**src/rtl/lsh_pkg.sv**
```systemverilog
// Shared types for the LSH pipeline: nucleotide encoding, controller states
// and the window array used by window_stream_controller and window_hasher.
package lsh_pkg;

  typedef enum logic [1:0] {
    NUC_A = 2'b00,
    NUC_C = 2'b01,
    NUC_G = 2'b10,
    NUC_T = 2'b11
  } nucleotide_t;

  typedef enum logic [2:0] {
    ST_IDLE,
    ST_INIT,
    ST_FILL,
    ST_HRST,
    ST_HASH,
    ST_COMMIT,
    ST_FINISH,
    ST_CALC
  } ctrl_state_t;

  localparam logic signed [31:0] NO_MATCH = -32'sd1;

  // Default-size window as seen by window_hasher; element 0 is the oldest base.
  localparam int LSH_WINDOW_SIZE = 128;
  typedef logic [LSH_WINDOW_SIZE-1:0][1:0] window_t;

endpackage

```
**src/rtl/window_shift_buffer.sv**
```systemverilog
// WINDOW_SIZE x 2-bit shift register: new bases enter at the top element,
// older bases move toward element 0.
import lsh_pkg::*;

module window_shift_buffer #(
  parameter int WINDOW_SIZE = 128
) (
  input  logic                        clk,
  input  logic                        clear,
  input  logic                        shift_en,
  input  nucleotide_t                 base_in,
  output logic [WINDOW_SIZE-1:0][1:0] window
);

  always_ff @(posedge clk) begin
    if (clear) begin
      window <= '0;
    end else if (shift_en) begin
      window <= {base_in, window[WINDOW_SIZE-1:1]};
    end
  end

endmodule

```
**src/rtl/window_stream_controller.sv**
```systemverilog
// Turns a nucleotide stream into overlapping windows and sequences the
// hasher, hash_table and stats handshakes for each window.
import lsh_pkg::*;

module window_stream_controller #(
  parameter int WINDOW_SIZE              = 128,
  parameter int KMER_SIZE                = 16,
  parameter int STRIDE                   = WINDOW_SIZE - KMER_SIZE + 1,
  parameter int MAX_WINDOWS_IN_REFERENCE = 512,
  parameter int MAX_WINDOWS_IN_READ      = 16,
  parameter int COMMIT_CYCLES            = 2,
  parameter int CTRL_RESET_CYCLES        = 2,
  parameter int CALC_CYCLES              = 2
) (
  input  logic                        clk,
  input  logic                        reset_window_controller,
  input  logic                        start,
  input  logic                        is_reference,
  input  logic                        base_valid,
  input  logic [1:0]                  base,
  input  logic                        base_last,
  output logic                        base_ready,
  output logic [WINDOW_SIZE-1:0][1:0] window,
  output logic [31:0]                 window_id,
  output logic                        reset_window_hasher,
  output logic                        ready_for_hashing,
  input  logic                        hashing_is_done,
  output logic                        is_insert,
  output logic                        is_query,
  output logic                        reset_stats,
  output logic                        calculate_matched_window,
  input  logic signed [31:0]          matched_window_id,
  output logic signed [31:0]          result_window_id,
  output logic                        result_valid,
  output logic                        overflow,
  output logic                        busy,
  output logic                        done
);

  localparam int FILL_W = $clog2(WINDOW_SIZE + 1);

  if (STRIDE < 1 || STRIDE > WINDOW_SIZE || KMER_SIZE < 1 || KMER_SIZE > WINDOW_SIZE) begin : g_bad_params
    $error("window_stream_controller: illegal STRIDE/KMER_SIZE for WINDOW_SIZE");
  end

  ctrl_state_t        state, next_state;
  logic               mode_ref;
  logic               last_seen;
  logic [FILL_W-1:0]  fill_cnt;
  logic [FILL_W-1:0]  fill_target;
  logic [15:0]        phase_cnt;
  logic               phase_last;
  logic               beat;
  logic               fill_hit;
  logic               limit_hit;
  logic [31:0]        mode_limit;

  assign beat        = base_valid && base_ready;
  // Window 0 needs a full load; later windows only need STRIDE new bases.
  assign fill_target = (window_id == 32'd0) ? FILL_W'(WINDOW_SIZE) : FILL_W'(STRIDE);
  assign fill_hit    = !overflow && ((fill_cnt + 1'b1) == fill_target);
  assign mode_limit  = mode_ref ? 32'(MAX_WINDOWS_IN_REFERENCE) : 32'(MAX_WINDOWS_IN_READ);
  assign limit_hit   = (window_id + 32'd1) == mode_limit;

  window_shift_buffer #(
    .WINDOW_SIZE (WINDOW_SIZE)
  ) u_shift_buffer (
    .clk      (clk),
    .clear    (reset_window_controller),
    .shift_en (beat && !overflow),
    .base_in  (nucleotide_t'(base)),
    .window   (window)
  );

  always_ff @(posedge clk) begin
    if (reset_window_controller) begin
      state <= ST_IDLE;
    end else begin
      state <= next_state;
    end
  end

  // Shared dwell counter for the fixed-length pulse states.
  always_ff @(posedge clk) begin
    if (reset_window_controller || (next_state != state)) begin
      phase_cnt <= '0;
    end else begin
      phase_cnt <= phase_cnt + 16'd1;
    end
  end

  always_comb begin
    phase_last = 1'b0;
    case (state)
      ST_INIT, ST_HRST: phase_last = (phase_cnt == 16'(CTRL_RESET_CYCLES - 1));
      ST_COMMIT:        phase_last = (phase_cnt == 16'(COMMIT_CYCLES - 1));
      ST_CALC:          phase_last = (phase_cnt == 16'(CALC_CYCLES - 1));
      default:          phase_last = 1'b0;
    endcase
  end

  always_comb begin
    next_state               = state;
    base_ready               = 1'b0;
    reset_window_hasher      = 1'b0;
    reset_stats              = 1'b0;
    ready_for_hashing        = 1'b0;
    is_insert                = 1'b0;
    is_query                 = 1'b0;
    calculate_matched_window = 1'b0;
    busy                     = (state != ST_IDLE);
    case (state)
      ST_IDLE: if (start) next_state = ST_INIT;
      ST_INIT: begin
        reset_stats         = 1'b1;
        reset_window_hasher = 1'b1;
        if (phase_last) next_state = ST_FILL;
      end
      ST_FILL: begin
        base_ready = 1'b1;
        // After overflow, bases are swallowed until the stream ends.
        if (beat) begin
          if (fill_hit)       next_state = ST_HRST;
          else if (base_last) next_state = ST_FINISH;
        end
      end
      ST_HRST: begin
        reset_window_hasher = 1'b1;
        if (phase_last) next_state = ST_HASH;
      end
      ST_HASH: begin
        ready_for_hashing = 1'b1;
        if (hashing_is_done) next_state = ST_COMMIT;
      end
      ST_COMMIT: begin
        is_insert = mode_ref;
        is_query  = !mode_ref;
        if (phase_last) next_state = last_seen ? ST_FINISH : ST_FILL;
      end
      ST_FINISH: next_state = mode_ref ? ST_IDLE : ST_CALC;
      ST_CALC: begin
        calculate_matched_window = 1'b1;
        if (phase_last) next_state = ST_IDLE;
      end
      default: next_state = ST_IDLE;
    endcase
  end

  always_ff @(posedge clk) begin
    if (reset_window_controller) begin
      mode_ref         <= 1'b0;
      last_seen        <= 1'b0;
      fill_cnt         <= '0;
      window_id        <= '0;
      overflow         <= 1'b0;
      done             <= 1'b0;
      result_valid     <= 1'b0;
      result_window_id <= NO_MATCH;
    end else begin
      done         <= 1'b0;
      result_valid <= 1'b0;
      case (state)
        ST_IDLE: begin
          if (start) begin
            mode_ref  <= is_reference;
            last_seen <= 1'b0;
            fill_cnt  <= '0;
            window_id <= '0;
            overflow  <= 1'b0;
          end
        end
        ST_FILL: begin
          if (beat) begin
            if (!overflow) fill_cnt <= fill_cnt + 1'b1;
            if (base_last) last_seen <= 1'b1;
          end
        end
        ST_COMMIT: begin
          if (phase_last) begin
            fill_cnt <= '0;
            if (window_id != 32'hFFFF_FFFF) window_id <= window_id + 32'd1;
            if (limit_hit && !last_seen) overflow <= 1'b1;
          end
        end
        ST_FINISH: if (mode_ref) done <= 1'b1;
        ST_CALC: begin
          if (phase_last) begin
            result_window_id <= matched_window_id;
            result_valid     <= 1'b1;
            done             <= 1'b1;
          end
        end
        default: ;
      endcase
    end
  end

endmodule

```
**config.mk**
```make
export PLATFORM = sky130hd
export DESIGN_NAME = window_stream_controller
export DESIGN_NICKNAME = d
export VERILOG_FILES = /design/src/rtl/lsh_pkg.sv /design/src/rtl/window_shift_buffer.sv /design/src/rtl/window_stream_controller.sv
export SDC_FILE = /design/constraint.sdc
export NUM_CORES = 1
export LEC_CHECK = 0
export ABC_AREA = 0
export CORE_UTILIZATION = 37
export DETAILED_ROUTE_END_ITERATION = 12
export GPL_ROUTABILITY_DRIVEN = 1
export HOLD_SLACK_MARGIN = 0.06
export REMOVE_ABC_BUFFERS = 1
export SYNTH_ARGS = -nofsm -noshare
export SYNTH_HDL_FRONTEND = slang
export SYNTH_SLANG_ARGS = --single-unit
```
**constraint.sdc**
```tcl
create_clock -name clk -period 5.15 [get_ports clk]
set_input_delay 0.7725 -clock clk [delete_from_list [all_inputs] [get_ports clk]]
set_output_delay 0.7725 -clock clk [all_outputs]
set_load 0.01 [all_outputs]
```
==> out/metrics.cfg, run 1 <==
[run_status]
status = complete, no violations

[logic_synthesis]
synth_area_um2 = 13900
async_flop_share_pct = 0
ys_seq_area_share_pct = 50.9
avgSynthCellArea_um2 = 7.80
yosys.cell_types.count = 63
synthTopCellsByCount = 609 x nand2_1, 352 x dfxtp_1, 307 x a21oi_1
synth_area_leader_cell = dfxtp_1
yosysWarnings = 0
netlist_instances = 1776
synth_most_common_cell = nand2_1
synth_seq_cells = 352
ys.flop_type = dfxtp_1
ys_top_cells_by_area = dfxtp_1 51%, nand2_1 16%, a21oi_1 11%, clkbuf_1 2.9%, nand3b_1 2.5%
synth_edf_count = 0
yosys.area.top_type_share_pct = 50.9

[grt]
grtUsageTotal_pct = 20.5
overflow = 0
antenna_found_initial = 0
grt_max_degree = 261
grt_pass1_vias = 12000
grt_pass1_wl_mm = 64.4

[final_layout]
multiInputGateArea_um2 = 6220
area_delta_synth_final_pct = 37.4
n_fill_cell = 3508
final_cells = 2560
fin_nets = 2113
layout-drive-gt1-share_pct = 4.49
seq_area_um2 = 7050
antennaDiodeCount = 0

[sta]
finalSetupViolations = 0
worst_slack_ns = 1.72
clock.fmax_mhz = 292
tns_ns = 0
slew_violations = 0
tightest_slew_ns = 1.41
rsz0062_at_grt = false
fin_skew_ns = 0.0199
fin_crit_ns = 3.43
period_share_pct = 66.5
hold_viol = 0
relSlewSlack_pct = 5.76

[place]
dp_hpwl_mm = 25.2
io_buffer_count = 371
place_congestion = 0.868
post-place-cells = 2492
pre_cts_slack_ns = 1.88

[drt]
vias_per_cell = 5.04
drt_iter0_drc = 787
vias = 12900
wl_per_cell_um = 15.7
wl_mm = 40.1
postRouteAntennaNets = 0
dr.pass1.iters = 5
route.detailed.drc = 0

[setup_path]
critPathRequiredTime_ns = 4.38
setup.worst_path.start_class = flip-flop
crit_path_end_kind = output pin
path_max_fanout = 11
arrival_ns = 2.65
crit_type = flip-flop to output pin

[die]
rows = 70
die_w_um = 196
die_height_um = 196
io_pins = 372
die_area_um2 = 38200
coreArea_um2 = 36700
initial_core_util_pct = 37.8

[pwr]
irDropWorstVdd_uv = 209
p_leak_uw = 0.00635
p_per_area_nw_per_um2 = 307
total_power_uw = 5840

[clock_tree]
clkTransAtPathRegs_ns = 0.06
cts_resized = 0
clk_latency_ns = 0.56
cts_made_buffers = 40
h-tree-depth = 2
cts.sinks = 352
cts_max_path_buffers = 3
cts_tree = done
root_buffer = clkbuf_16
hold_buffers = 0
postCtsSetupRepairBufs = 0

[job]
cap_violations = 0

[hold_path]
hp-class = flip-flop to flip-flop

## flip-flops by register name, summed over array words and instances (netlist names), 3 cells and up
register,count
result_window_id,32
phase_cnt,16
state,3
fill_cnt,8
window_id,32
u_shift_buffer.window,256
## metal layers
layer	global-route usage, %	vias to the layer above	share of wire (%)
li1	-	6498	-
met1	26.2	5980	45
met2	32.4	351	45
met3	6.42	70	7.2
met4	7.64	0	3.0
met5	0	-	0
## placed cells by master (no fill, tap or decap), types with 14 or more instances in the layout
master,synthesis,final
clkbuf_16,0,41
nand3_1,26,26
xnor2_1,22,22
dfxtp_1,352,352
clkdlybuf4s50_1,0,370
a21oi_1,307,307
o21ai_0,34,34
nand2_1,609,609
nor4_1,16,16
nand3b_1,47,47
nor2_1,56,55
nor3_1,28,28
nand4_1,14,14
## power by group
group | total (µW) | switching (µW) | internal (µW)
logic | 215 | 149 | 65.7
clock network | 2880 | 1140 | 1740
registers | 2740 | 10.6 | 2730
## worst max-delay path, cell delays in order, from the launching register on
cell	delay, ns
dfxtp_1	0.44
inv_1	0.20
nor3b_1	0.71
and2_1	0.22
clkdlybuf4s50_1	0.53
## cell type report
type | count | area share, %
flip-flops and latches | 352 | 37.0
multi-input cells | 1282 | 32.7
repair buffers | 380 | 20.2
clock buffers | 55 | 5.98
well taps | 468 | 3.08
clock inverters | 13 | 0.920
inverters | 10 | 0.197
## logic make-up after synthesis
| logic type | Yosys count | synth area share [%] |
|---|---|---|
| XOR/XNOR | 31 | 1.96 |
| multiplexers | 1 | 0.0813 |
| flip-flops | 352 | 50.9 |
| buffers and inverters | 142 | 4.33 |
| AO/OA/AOI/OAI | 376 | 14.2 |
| adder cells (fa/ha/maj) | 6 | 0.542 |
| AND/OR/NAND/NOR | 868 | 28.1 |
## path summary, 6_finish.rpt
check        slack (ns)                  endpoint                      from  depth (start not counted)
max                1.72                 is_insert                  state[0]                          4
min                0.45  u_shift_buffer.window[0]  u_shift_buffer.window[0]                          2
max reg2reg        1.80             window_id[12]              window_id[0]                          7
min reg2reg        0.45  u_shift_buffer.window[0]  u_shift_buffer.window[0]                          2
## stage by stage
stage	hold WS [ns]	utilization [%]	area [µm²]
after floorplan	0.455	-	13300
after global placement	0.441	48.3	17700
after detailed placement	0.450	48.3	17700
after CTS	0.458	51.9	19000
after global routing	0.483	51.9	19000
final	0.454	51.9	19000
(Power assumes the default switching activity.)
==> run 2, diff against run 1 <==
--- a/config.mk
+++ b/config.mk
@@ -10,6 +10,7 @@
 export DETAILED_ROUTE_END_ITERATION = 12
 export GPL_ROUTABILITY_DRIVEN = 1
 export HOLD_SLACK_MARGIN = 0.06
+export PLACE_DENSITY = 0.66
 export REMOVE_ABC_BUFFERS = 1
 export SYNTH_ARGS = -nofsm -noshare
 export SYNTH_HDL_FRONTEND = slang
==> constraint.sdc (replaced) <==
create_clock -name clk -period 3.1 [get_ports clk]
set_input_delay 0.465 -clock clk [delete_from_list [all_inputs] [get_ports clk]]
set_output_delay 0.465 -clock clk [all_outputs]
set_load 0.01 [all_outputs]
==> run 2 against run 1 <==
Net effect:
- sequential share of layout area fell by 0.27 points
- critical path type unchanged
- cell area is 0.72% higher
- count of clock-buffer cells in the layout is 2 higher
- power increased by 64%
- non-clock buffer count increased by 16
- first-iteration DRC count decreased by 1.8%
- die area is the same
- flip-flop and latch count did not move
==> out/metrics.cfg, run 2 (synthesized netlist as in run 1, its figures left out) <==
[run_status]
status = complete, no violations

[grt]
overflow = 0
grtUsageTotal_pct = 20.0
grt_pass1_wl_mm = 63.3
grt_max_degree = 220
antenna_found_initial = 0
grt_pass1_vias = 12000

[final_layout]
final_cell_mix = 609 x nand2_1, 370 x clkdlybuf4s50_1, 352 x dfxtp_1
final_cells = 2580
final_common_cell = nand2_1
reg_top3 = u_shift_buffer.window x256, result_window_id x32, window_id x32
multiInputGateArea_um2 = 6220
fin_area_um2 = 19200
regMostFlops = u_shift_buffer.window
largest_reg_flops = 256
fin_nets = 2129
n_fill_cell = 3429
layout-drive-gt1-share_pct = 5.49
antennaDiodeCount = 0
area_delta_synth_final_pct = 38.4
seq_area_um2 = 7050

[sta]
period_share_pct = 90.5
tightest_slew_ns = 1.23
fin_crit_ns = 2.81
fin_skew_ns = 0.0165
clock.fmax_mhz = 356
holdWs_ns = 0.263
finalSetupViolations = 0
hold_viol = 0
tns_ns = 0
worst_slack_ns = 0.293
rsz0062_at_grt = false
slew_violations = 0
relSlewSlack_pct = 17.9

[die]
coreArea_um2 = 36700
initial_core_util_pct = 37.8
die_w_um = 196
rows = 70
die_height_um = 196
io_pins = 372
die_area_um2 = 38200

[clock_tree]
cts_resized = 0
cts.sinks = 352
hold_buffers = 0
clk_latency_ns = 0.54
postCtsSetupRepairBufs = 0
clkTransAtPathRegs_ns = 0.06
root_buffer = clkbuf_16
cts_made_buffers = 40
h-tree-depth = 2
cts_max_path_buffers = 3
cts_tree = done

[setup_path]
critPathRequiredTime_ns = 2.63
cp_num_buf_inv = 3
critical-path-slowest-cell = clkdlybuf4s50_1
setup.worst_path.start_class = flip-flop
arrival_ns = 2.34
crit_end = base_ready
crit_chain = inv_1 -> nand3b_1 -> inv_1 -> clkdlybuf4s50_1
r2r.worst_path.cells = 9
cp_top_family = buffers and inverters
r2r_end = window_id[1]
path_depth = 4
crit_start = state[0]
slowest_delay_ns = 0.59
critPathMostFrequentCell = inv_1
r2r-start = window_id[0]
crit_type = flip-flop to output pin
crit_path_end_kind = output pin
ff2ff_setup_slack_ns = 0.37
path_max_fanout = 11

[pwr]
irDropWorstVdd_uv = 361
p_leak_uw = 0.00644
p_per_area_nw_per_um2 = 498

[place]
io_buffer_count = 371
dp_hpwl_mm = 25.4
post-place-cells = 2508
pre_cts_slack_ns = 0.413
dpl_cell_area_um2 = 17900
place_congestion = 0.843

[drt]
wl_per_cell_um = 15.2
drt_iter0_drc = 773
vias = 13000
wl_met3_mm = 2.70
route.detailed.drc = 0
met2_length_mm = 17.8
postRouteAntennaNets = 0
top_layer = met4
wl_mm = 39.3
wl_met1_mm = 17.4
vias_per_cell = 5.02
dr.pass1.iters = 5

[hold_path]
hp-class = input port to flip-flop

[job]
cap_violations = 0

[run 2: cell count changes in the layout (fill, tap and decap cells not counted), sizes merged]
cell,previous run,this run
clkinvlp,1,2
inv,12,13
bufinv,4,1
clkbuf,55,57
buf,10,26
clkinv,6,9
[run 2: worst reg2reg max path: stages (launching register included)]
cell and delay [ns]:
dfxtp_1 0.48, ha_1 0.31, nand3_2 0.22, nor4_4 0.45, nand4_1 0.31, o21ai_2 0.22
buf_4 0.34, nor2_1 0.09, a21oi_1 0.12, nor2_1 0.05
[run 2: through the flow]
step	total power, µW	utilization, %
2_1_floorplan	4790	-
3_3_place_gp	5020	48.7
3_5_place_dp	5030	48.7
4_1_cts	9720	52.2
5_1_grt	9920	52.2
6_report	9560	52.2
[run 2: layout make-up]
class                   instances  area share (%)
clock buffers                  57            6.19
multi-input cells            1282            32.4
clock inverters                15           0.626
repair buffers                396            20.8
flip-flops and latches        352            36.8
inverters                      10           0.196
well taps                     468            3.05
[run 2: worst min-delay path by stage]
stage | depth (start not counted) | end | start
after floorplan | 2 | last_seen | last_seen
after global placement | 2 | u_shift_buffer.window[1] | u_shift_buffer.window[1]
after detailed placement | 2 | result_window_id[28] | result_window_id[28]
after CTS | 2 | u_shift_buffer.window[79] | reset_window_controller
after global routing | 2 | result_valid | reset_window_controller
final | 2 | u_shift_buffer.window[79] | reset_window_controller
[run 2: per-layer routing]
metal | vias to the layer above | global-route usage [%]
li1 | 6522 | -
met1 | 6004 | 25.9
met2 | 352 | 31.5
met3 | 74 | 5.09
met4 | 0 | 8.43
met5 | - | 0
[run 2: power breakdown]
part | internal, µW | switching, µW
clock | 2760 | 1870
combinational | 123 | 252
sequential | 4530 | 17.9
total | 7410 | 2140
